<file path="config.mk">
export PLATFORM = sky130hd
export DESIGN_NAME = nth_one_select
export DESIGN_NICKNAME = d
export VERILOG_FILES = /design/src/rtl/nth_one_select_pkg.sv /design/src/rtl/nth_one_chunk_find.sv /design/src/rtl/nth_one_select.sv
export SDC_FILE = /design/constraint.sdc
export NUM_CORES = 1
export LEC_CHECK = 0
export BUFFER_PORTS_ARGS = -buffer_cell sky130_fd_sc_hd__buf_4
export CAP_MARGIN = 20
export CORE_MARGIN = 2
export CORE_UTILIZATION = 60
export DETAILED_ROUTE_END_ITERATION = 8
export PLACE_DENSITY_LB_ADDON = 0.25
export SETUP_SLACK_MARGIN = 0.1
export SLEW_MARGIN = 20
export SYNTH_ARGS = -nofsm -noshare
export SYNTH_HDL_FRONTEND = slang
export SYNTH_HIERARCHICAL = 1
export SYNTH_SLANG_ARGS = --single-unit
</file>
<file path="constraint.sdc">
create_clock -name clock -period 12.1 [get_ports clock]
set_input_delay 2.42 -clock clock [delete_from_list [all_inputs] [get_ports clock]]
set_output_delay 2.42 -clock clock [all_outputs]
set_load 0.005 [all_outputs]
</file>
<file path="src/rtl/nth_one_select_pkg.sv">
// Shared types and helpers for the nth_one_select rank-select unit.
package nth_one_select_pkg;

  typedef enum logic [1:0] {IDLE, SCAN, DONE} state_e;

  // Index width for an n-entry range; never collapses to zero bits.
  function automatic int idx_bits(input int n);
    return (n > 1) ? $clog2(n) : 1;
  endfunction

endpackage

</file>
<file path="src/rtl/nth_one_chunk_find.sv">
// Combinational per-chunk rank search: popcount of the chunk and, when the
// wanted rank falls inside it, the offset of that set bit.
module nth_one_chunk_find
  import nth_one_select_pkg::*;
#(
  parameter  int CHUNK_W = 8,
  parameter  int IDX_W   = 5,
  localparam int OFF_W   = $clog2(CHUNK_W),
  localparam int CNT_W   = OFF_W + 1
) (
  input  logic [CHUNK_W-1:0] chunk,
  input  logic [IDX_W-1:0]   k_rem,
  output logic [CNT_W-1:0]   cnt,
  output logic               hit,
  output logic [OFF_W-1:0]   offset
);

  logic [CNT_W-1:0] run;
  logic             got;

  // run counts set bits strictly below p; the first set bit whose
  // preceding count equals k_rem is the k_rem-th one.
  always_comb begin
    run    = '0;
    got    = 1'b0;
    offset = '0;
    for (int p = 0; p < CHUNK_W; p++) begin
      if (chunk[p]) begin
        if (!got && (32'(run) == 32'(k_rem))) begin
          got    = 1'b1;
          offset = OFF_W'(p);
        end
        run = run + CNT_W'(1);
      end
    end
    cnt = run;
    hit = got;
  end

endmodule

</file>
<file path="src/rtl/nth_one_select.sv">
// Multi-cycle rank-select: position of the k-th set bit, CHUNK_W bits per cycle.
// Optional NTH_ONE_SELECT_ZERO_FASTPATH_EN: all-zero words skip the sweep.
module nth_one_select
  import nth_one_select_pkg::*;
#(
  parameter  int DATA_W  = 32,
  parameter  int CHUNK_W = 8,
  localparam int IDX_W   = idx_bits(DATA_W)
) (
  input  logic              clock,
  input  logic              reset,
  input  logic              in_valid,
  output logic              in_ready,
  input  logic [DATA_W-1:0] in_data,
  input  logic [IDX_W-1:0]  in_k,
  output logic              out_valid,
  input  logic              out_ready,
  output logic              out_found,
  output logic [IDX_W-1:0]  out_pos
);

  localparam int NCHUNK = DATA_W / CHUNK_W;
  localparam int CI_W   = idx_bits(NCHUNK);
  localparam int OFF_W  = $clog2(CHUNK_W);
  localparam int CNT_W  = OFF_W + 1;

  state_e                           state, state_d;
  logic [NCHUNK-1:0][CHUNK_W-1:0]   data_q, data_d;
  logic [IDX_W-1:0]                 k_rem, k_d;
  logic [CI_W-1:0]                  chunk_idx, idx_d;
  logic                             found_d;
  logic [IDX_W-1:0]                 pos_d;

  logic [CNT_W-1:0]                 cnt;
  logic                             hit;
  logic [OFF_W-1:0]                 offset;
  logic                             last;

  nth_one_chunk_find #(
    .CHUNK_W (CHUNK_W),
    .IDX_W   (IDX_W)
  ) u_find (
    .chunk  (data_q[chunk_idx]),
    .k_rem  (k_rem),
    .cnt    (cnt),
    .hit    (hit),
    .offset (offset)
  );

  assign last      = (chunk_idx == CI_W'(NCHUNK - 1));
  assign in_ready  = (state == IDLE);
  assign out_valid = (state == DONE);

  always_comb begin
    state_d = state;
    data_d  = data_q;
    k_d     = k_rem;
    idx_d   = chunk_idx;
    found_d = out_found;
    pos_d   = out_pos;
    case (state)
      IDLE: if (in_valid) begin
        data_d = in_data;
        k_d    = in_k;
        idx_d  = '0;
`ifdef NTH_ONE_SELECT_ZERO_FASTPATH_EN
        if (in_data == '0) begin
          state_d = DONE;
          found_d = 1'b0;
          pos_d   = '0;
        end else begin
          state_d = SCAN;
        end
`else
        state_d = SCAN;
`endif
      end
      SCAN: begin
        if (hit) begin
          state_d = DONE;
          found_d = 1'b1;
          // chunk_idx*CHUNK_W + offset is a plain concatenation for power-of-two chunks
          pos_d   = IDX_W'({chunk_idx, offset});
        end else if (last) begin
          state_d = DONE;
          found_d = 1'b0;
          pos_d   = '0;
        end else begin
          k_d   = k_rem - IDX_W'(cnt);
          idx_d = chunk_idx + CI_W'(1);
        end
      end
      DONE: if (out_ready) state_d = IDLE;
      default: state_d = IDLE;
    endcase
  end

  always_ff @(posedge clock) begin
    if (reset) begin
      state     <= IDLE;
      data_q    <= '0;
      k_rem     <= '0;
      chunk_idx <= '0;
      out_found <= 1'b0;
      out_pos   <= '0;
    end else begin
      state     <= state_d;
      data_q    <= data_d;
      k_rem     <= k_d;
      chunk_idx <= idx_d;
      out_found <= found_d;
      out_pos   <= pos_d;
    end
  end

endmodule

</file>
==> results by group, run 1 <==
Logic synthesis
  • Syn_area_per_cell: 8.30 um2
  • Net Count, Synth: 446
  • Number of synthesized flops with an enable pin: 0
  • #FFs+latches synth: 47
  • Ys Warns: 6
  • Cell area after synthesis: 3250 um2
  • Top FF cell, synth: dfxtp_1
  • Synth Instances: 392
  • Async S/R FF share, synth: 0%
  • Post-synth cell types: 69
  • Seq/Total Area, Yosys: 28.9%

Placement
  • # placed instances: 486
  • Gpl congestion: 0.921
  • DP Wirelength: 5.43 mm
  • Pre-CTS setup slack: 5.36 ns
  • Port Buf Inserts: 48

Floorplan
  • Die area: 6020 um2
  • Core Footprint: 5170 um2
  • Starting Density: 62.9%
  • # IOs: 49
  • Horiz. Die Dim: 77.6 um
  • Rows: 26
  • Die Ht: 77.6 um

Hold path
  • Hold EP: data_q[12]
  • Worst hold path type: reg2reg
  • Min-delay src: data_q[12]
  • Hold depth: 2

Pwr
  • P per Cell Area: 240 nW/um2
  • Maximum vdd drop: 137 uV
  • Pleak: 1.44 nW

Timing
  • Fin worst setup slack: 5.36 ns
  • Fmax: 0.148 GHz
  • Post-route clock period utilization: 55.7%
  • Final period demand of the worst path: 6.74 ns
  • Final setup skew: 0.0104 ns
  • RSZ-0062 raised after global routing: no
  • Setup TNS: 0 ns
  • Setup violations, final: 0
  • Worst slew margin: 33.1%
  • Final hold violation count: 0
  • Max Slew Vio Count: 0
  • Worst slew pin tran: 1.00 ns

Final layout
  • Layout cells sized above 1: 19.3%
  • FILL cells: 435
  • Inserted Diodes: 0
  • Most frequent cells in the layout: 87 x nand2_1, 49 x buf_4, 47 x dfxtp_1
  • Register area: 941 um2
  • Finished Layout Cells: 494
  • Area delta synth->final: 13.0%
  • Multi-input combinational cell area: 2110 um2
  • Layout Nets: 477
  • Core Util, Final: 71.0%
  • Commonest non-fill, non-tap cell in the layout: nand2_1

GRT
  • Tot GR Track Use: 25.4%
  • Vias in the first global route: 2663
  • Pin count of the biggest net entering global routing: 49
  • Grt total ovfl: 0
  • Antenna violations before repair: 0
  • First-pass GRT wire length: 12.3 mm

Worst setup path
  • Max stage delay cell, worst path: dfxtp_1
  • CP Max Fanout: 12
  • CP Launch Type: flip-flop
  • Most frequent CP cell: ha_1
  • Critical path endpoint category: flip-flop
  • CP Class: reg2reg
  • CP required: 12.31 ns
  • Worst flop-to-flop path endpoint: k_rem[4]
  • Family with the most delay on the worst path: adder cells
  • Flop2flop setup slack: 5.36 ns
  • CP arrival: 6.95 ns
  • Buf/Inv on CP: 3
  • R2R depth: 27
  • Max stage delay on crit path: 0.74 ns
  • Reg-to-Reg Start: chunk_idx[0]

Clock tree
  • Max clock buf depth: 2
  • TritonCTS clock tree: done
  • CTS Buf Count: 5
  • Clk root buf: clkbuf_8
  • Clock sink count: 47
  • Post-cts gate resize count: 0
  • Hold bufs inserted after CTS: 0
  • Clock insertion delay at the later pin of the skew report: 0.31 ns
  • Setup Buffers After CTS: 0
  • H-tree Lvls: 2
  • Clock transition at path regs: 0.09 ns

Detailed routing
  • Drt wl/cell: 14.9 um
  • Vias/cell: 5.79
  • Final wirelength: 7.38 mm
  • 1st-pass router iterations: 5
  • Final antenna-violating net count: 0
  • First-iteration detailed-routing DRC count: 145
  • Via count: 2862
  • DRC Markers: 0

Run
  • Max capacitance violation total: 0

Outcome
  • Status: finished clean
==> kinds of logic after synthesis <==
logic type / count (synthesis) / synth area share (%)
AOI/OAI and AO/OA: 88 / 18.9
xor gates and xnor gates: 34 / 11.3
adders and majority gates: 14 / 5.54
buffers and inverters: 41 / 6.04
DFF: 47 / 28.9
muxes: 10 / 6.16
and+or+nand+nor: 158 / 23.1
==> state kept, by name, indices dropped and copies added, names as in the netlist <==
register   flops
data_q        32
k_rem          5
out_pos        5
chunk_idx      2
state          2
out_found      1
==> how the worst max path moves through the flow <==
stage / start / to / slack (ns) / depth (start not counted)
5_1_grt: chunk_idx[0] / k_rem[4] / 4.75 / 27
3_5_place_dp: chunk_idx[0] / k_rem[4] / 5.36 / 27
2_1_floorplan: chunk_idx[0] / k_rem[4] / 6.11 / 29
4_1_cts: chunk_idx[0] / k_rem[4] / 5.33 / 27
3_3_place_gp: chunk_idx[0] / k_rem[4] / 5.64 / 27
6_report: chunk_idx[0] / k_rem[4] / 5.36 / 27
==> per-layer routing <==
layer	wire, um	track usage (%)	vias up
met3	330	4.65	15
met5	0	0	-
met2	3570	41.5	71
li1	-	-	1438
met1	3340	33.5	1338
met4	135	9.29	0
==> final cells by class <==
cell class,count,area share (%)
Multi-Input combinational cell,304,57.5
Sequential cell,47,25.6
Timing Repair Buffer,49,10.0
Clock buffer,7,2.62
Tap cell,70,2.38
Inverter,16,1.63
Clock inverter,1,0.204
==> report_power, final <==
part / switching, W / total, W / internal (W)
Combinational: 0.000299 / 0.000545 / 0.000246
Sequential: 0.0000475 / 0.000231 / 0.000184
Clock: 0.0000525 / 0.000105 / 0.0000520
Total: 0.000399 / 0.000881 / 0.000482
==> synthesized netlist by cell type, types with 2 or more instances <==
master    instances  share of area [%]
nand2_1          87                 10
dfxtp_1          47                 29
a21oi_1          42                6.5
xnor2_1          22                5.9
nor2_1           21                2.4
inv_1            16                1.8
ha_1             12                4.6
buf_2            10                1.5
mux4_2            8                5.5
nand3_1           8                1.2
clkbuf_1          7               0.81
xor2_1            7                1.9
a22oi_1           6                1.4
nand2b_1          6                1.2
and2_1            5               0.96
a211oi_1          4               0.92
nand3b_1          4               0.92
nor3_1            4               0.62
o31ai_1           4               0.92
buf_1             3               0.35
buf_6             3                1.0
nand4_1           3               0.58
nor3b_1           3               0.69
nor4_1            3               0.58
o211ai_1          3               0.69
o21ai_1           3               0.46
a31oi_1           2               0.38
buf_4             2               0.46
mux2i_1           2               0.62
o21ai_0           2               0.31
o311ai_0          2               0.54
o41ai_1           2               0.54
or2_2             2               0.38
xnor3_2           2                1.5
==> through the flow <==
stage	instance area, um2	hold slack (ns)	total power, W
6_report	3670	0.458	0.000881
5_1_grt	3670	0.472	0.000959
4_1_cts	3670	0.457	0.000879
3_5_place_dp	3570	0.446	0.000770
3_3_place_gp	3570	0.441	0.000751
2_1_floorplan	3250	0.433	0.000671
==> worst reg2reg max path, cell delays in order (launching register included) <==
cell,delay (ns)
dfxtp_1,0.74
mux4_2,0.66
inv_1,0.09
ha_1,0.33
xor2_1,0.36
ha_1,0.31
nand2_1,0.10
o31ai_1,0.11
ha_1,0.29
nand2_1,0.06
o21ai_0,0.18
or2_2,0.36
ha_1,0.29
nand2b_1,0.19
o31ai_1,0.14
inv_1,0.09
ha_1,0.28
nor2b_1,0.23
nor2_1,0.11
ha_1,0.32
nand2_1,0.05
o31ai_1,0.06
inv_1,0.11
fa_1,0.44
a21o_1,0.20
a21oi_1,0.23
o21ai_2,0.08
a32o_1,0.26
Note: power is estimated with default switching activity, not from simulation.
==> inputs of run 2 (changes only) <==
- CORE_UTILIZATION: 60 -> 52
- clock period: 12.1 -> 5.9 ns (I/O delays scaled with it)
==> results by group, run 2 (same netlist as run 1, synthesis figures left out) <==
Worst setup path
  • CP Max Fanout: 4
  • CP arrival: 5.79 ns
  • CP Launch Type: flip-flop
  • CP Class: reg2reg
  • R2R depth: 27
  • Critical path endpoint category: flip-flop
  • CP required: 6.09 ns

Placement
  • DP Wirelength: 5.47 mm
  • Pre-CTS setup slack: 0.0688 ns
  • Port Buf Inserts: 48
  • Gpl congestion: 0.879

Final layout
  • Inserted Diodes: 0
  • Layout cells sized above 1: 24.9%
  • Layout Nets: 486
  • Top flop regs: data_q (32), k_rem (5), out_pos (5)
  • Multi-input combinational cell area: 2210 um2
  • Core Util, Final: 64.7%
  • Max reg flops: 32
  • FILL cells: 521
  • Most frequent cells in the layout: 86 x nand2_1, 58 x buf_4, 45 x dfxtp_1
  • Register name with the most flops: data_q
  • Area delta synth->final: 19.2%
  • Register area: 946 um2
  • Commonest non-fill, non-tap cell in the layout: nand2_1

Floorplan
  • Rows: 28
  • Die Ht: 83.1 um
  • Core Footprint: 5990 um2
  • Die area: 6900 um2
  • Horiz. Die Dim: 83.1 um
  • Starting Density: 54.3%
  • # IOs: 49

Timing
  • Fmax: 0.179 GHz
  • Final period demand of the worst path: 5.60 ns
  • Fin worst setup slack: 0.305 ns
  • Final hold violation count: 0
  • Worst slew margin: 33.2%
  • RSZ-0062 raised after global routing: no
  • Max Slew Vio Count: 0
  • Post-route clock period utilization: 94.8%
  • Setup violations, final: 0
  • Final setup skew: 0.00634 ns
  • Setup TNS: 0 ns
  • Worst slew pin tran: 1.00 ns

Clock tree
  • Hold bufs inserted after CTS: 0
  • Clock transition at path regs: 0.08 ns
  • CTS Buf Count: 5
  • Clock insertion delay at the later pin of the skew report: 0.29 ns
  • TritonCTS clock tree: done
  • H-tree Lvls: 2
  • Clk root buf: clkbuf_8
  • Clock sink count: 47
  • Max clock buf depth: 2

GRT
  • GR Util met1: 28.6%
  • First-pass GRT wire length: 12.2 mm
  • Pin count of the biggest net entering global routing: 49
  • Tot GR Track Use: 20.9%
  • Grt total ovfl: 0
  • Met3 global-route usage: 3.18%
  • Vias in the first global route: 2687
  • Antenna violations before repair: 0
  • GR peak layer: met2
  • M2 GR Usage: 35.5%

Detailed routing
  • Final wirelength: 7.50 mm
  • 1st-pass router iterations: 4
  • First-iteration detailed-routing DRC count: 172
  • DRC Markers: 0
  • Via count: 2930
  • Vias/cell: 5.77
  • Drt wl/cell: 14.8 um
  • Final antenna-violating net count: 0

Run
  • Max capacitance violation total: 0

Hold path
  • Hold depth: 2
  • Worst hold path type: reg2reg

Outcome
  • Status: finished clean

Pwr
  • P per Cell Area: 508 nW/um2
  • Maximum vdd drop: 299 uV
  • Pleak: 1.53 nW
[run 2: changes by cell type in the layout (fill, tap and decap cells not counted), sizes merged]
| cell | previous run | this run |
|---|---|---|
| buf | 49 | 58 |
| clkinvlp | 1 | 0 |
| bufinv | 0 | 2 |
| clkbuf | 7 | 6 |
[run 2: report_power, final]
group          leakage [nW]  internal (W)  switching, W  total, W
logic                  1.08      0.000572      0.000662   0.00123
registers             0.387      0.000379     0.0000836  0.000463
clock network        0.0654      0.000169      0.000103  0.000273
[run 2: per-stage QoR]
step           area [um2]  hold WS [ns]  total power (W)  instances
6_report             3880         0.456          0.00197        508
5_1_grt              3880         0.478          0.00212        508
3_3_place_gp         3640         0.440          0.00158        498
2_1_floorplan        3260         0.433          0.00139        392
4_1_cts              3770         0.457          0.00189        506
3_5_place_dp         3640         0.445          0.00161        498
[run 2: worst paths after layout]
check	endpoint	from	slack (ns)
worst min register to register	data_q[28]	data_q[28]	0.46
worst max register to register	k_rem[4]	chunk_idx[0]	0.30
worst max-delay path	k_rem[4]	chunk_idx[0]	0.30
worst min-delay path	data_q[28]	data_q[28]	0.46
[run 2: cell type report]
| class | count | area share [%] |
|---|---|---|
| sequential | 47 | 24.4 |
| inverter | 16 | 1.55 |
| timing repair buffer | 58 | 11.2 |
| clock buffer | 6 | 1.87 |
| clock inverter | 2 | 1.55 |
| tap | 75 | 2.42 |
| multi-input combinational | 304 | 57.0 |
[run 2: per-layer routing]
layer  share of wire (%)  vias to the layer above
met5                   0                        -
li1                    -                     1459
met1                  46                     1397
met3                 4.0                        4
met4                0.32                        0
met2                  50                       70
[run 2: timing repair]
action,CTS,global route
setup buffers,0,2
hold endpoints to repair,0,0
endpoints found under the setup margin,1,15
pin swaps,0,6
resized for setup,1,19
gates cloned,0,0
[run 2: worst max-delay path, cell delays in order (launching register included)]
cell      delay [ns]
dfxtp_4         0.37
buf_4           0.16
mux4_2          0.60
and2_1          0.24
nor2_4          0.15
ha_4            0.23
nand2_2         0.09
o31ai_2         0.09
ha_1            0.30
nand2_1         0.06
o21ai_0         0.10
or2_2           0.32
ha_1            0.28
nand2b_4        0.15
o31ai_2         0.10
inv_1           0.08
ha_1            0.22
nand2_1         0.12
xnor2_2         0.14
xor2_1          0.28
a41oi_1         0.18
or3_1           0.33
nand2_1         0.06
inv_1           0.04
ha_1            0.31
a21oi_2         0.19
o21ai_2         0.06
a32o_1          0.25
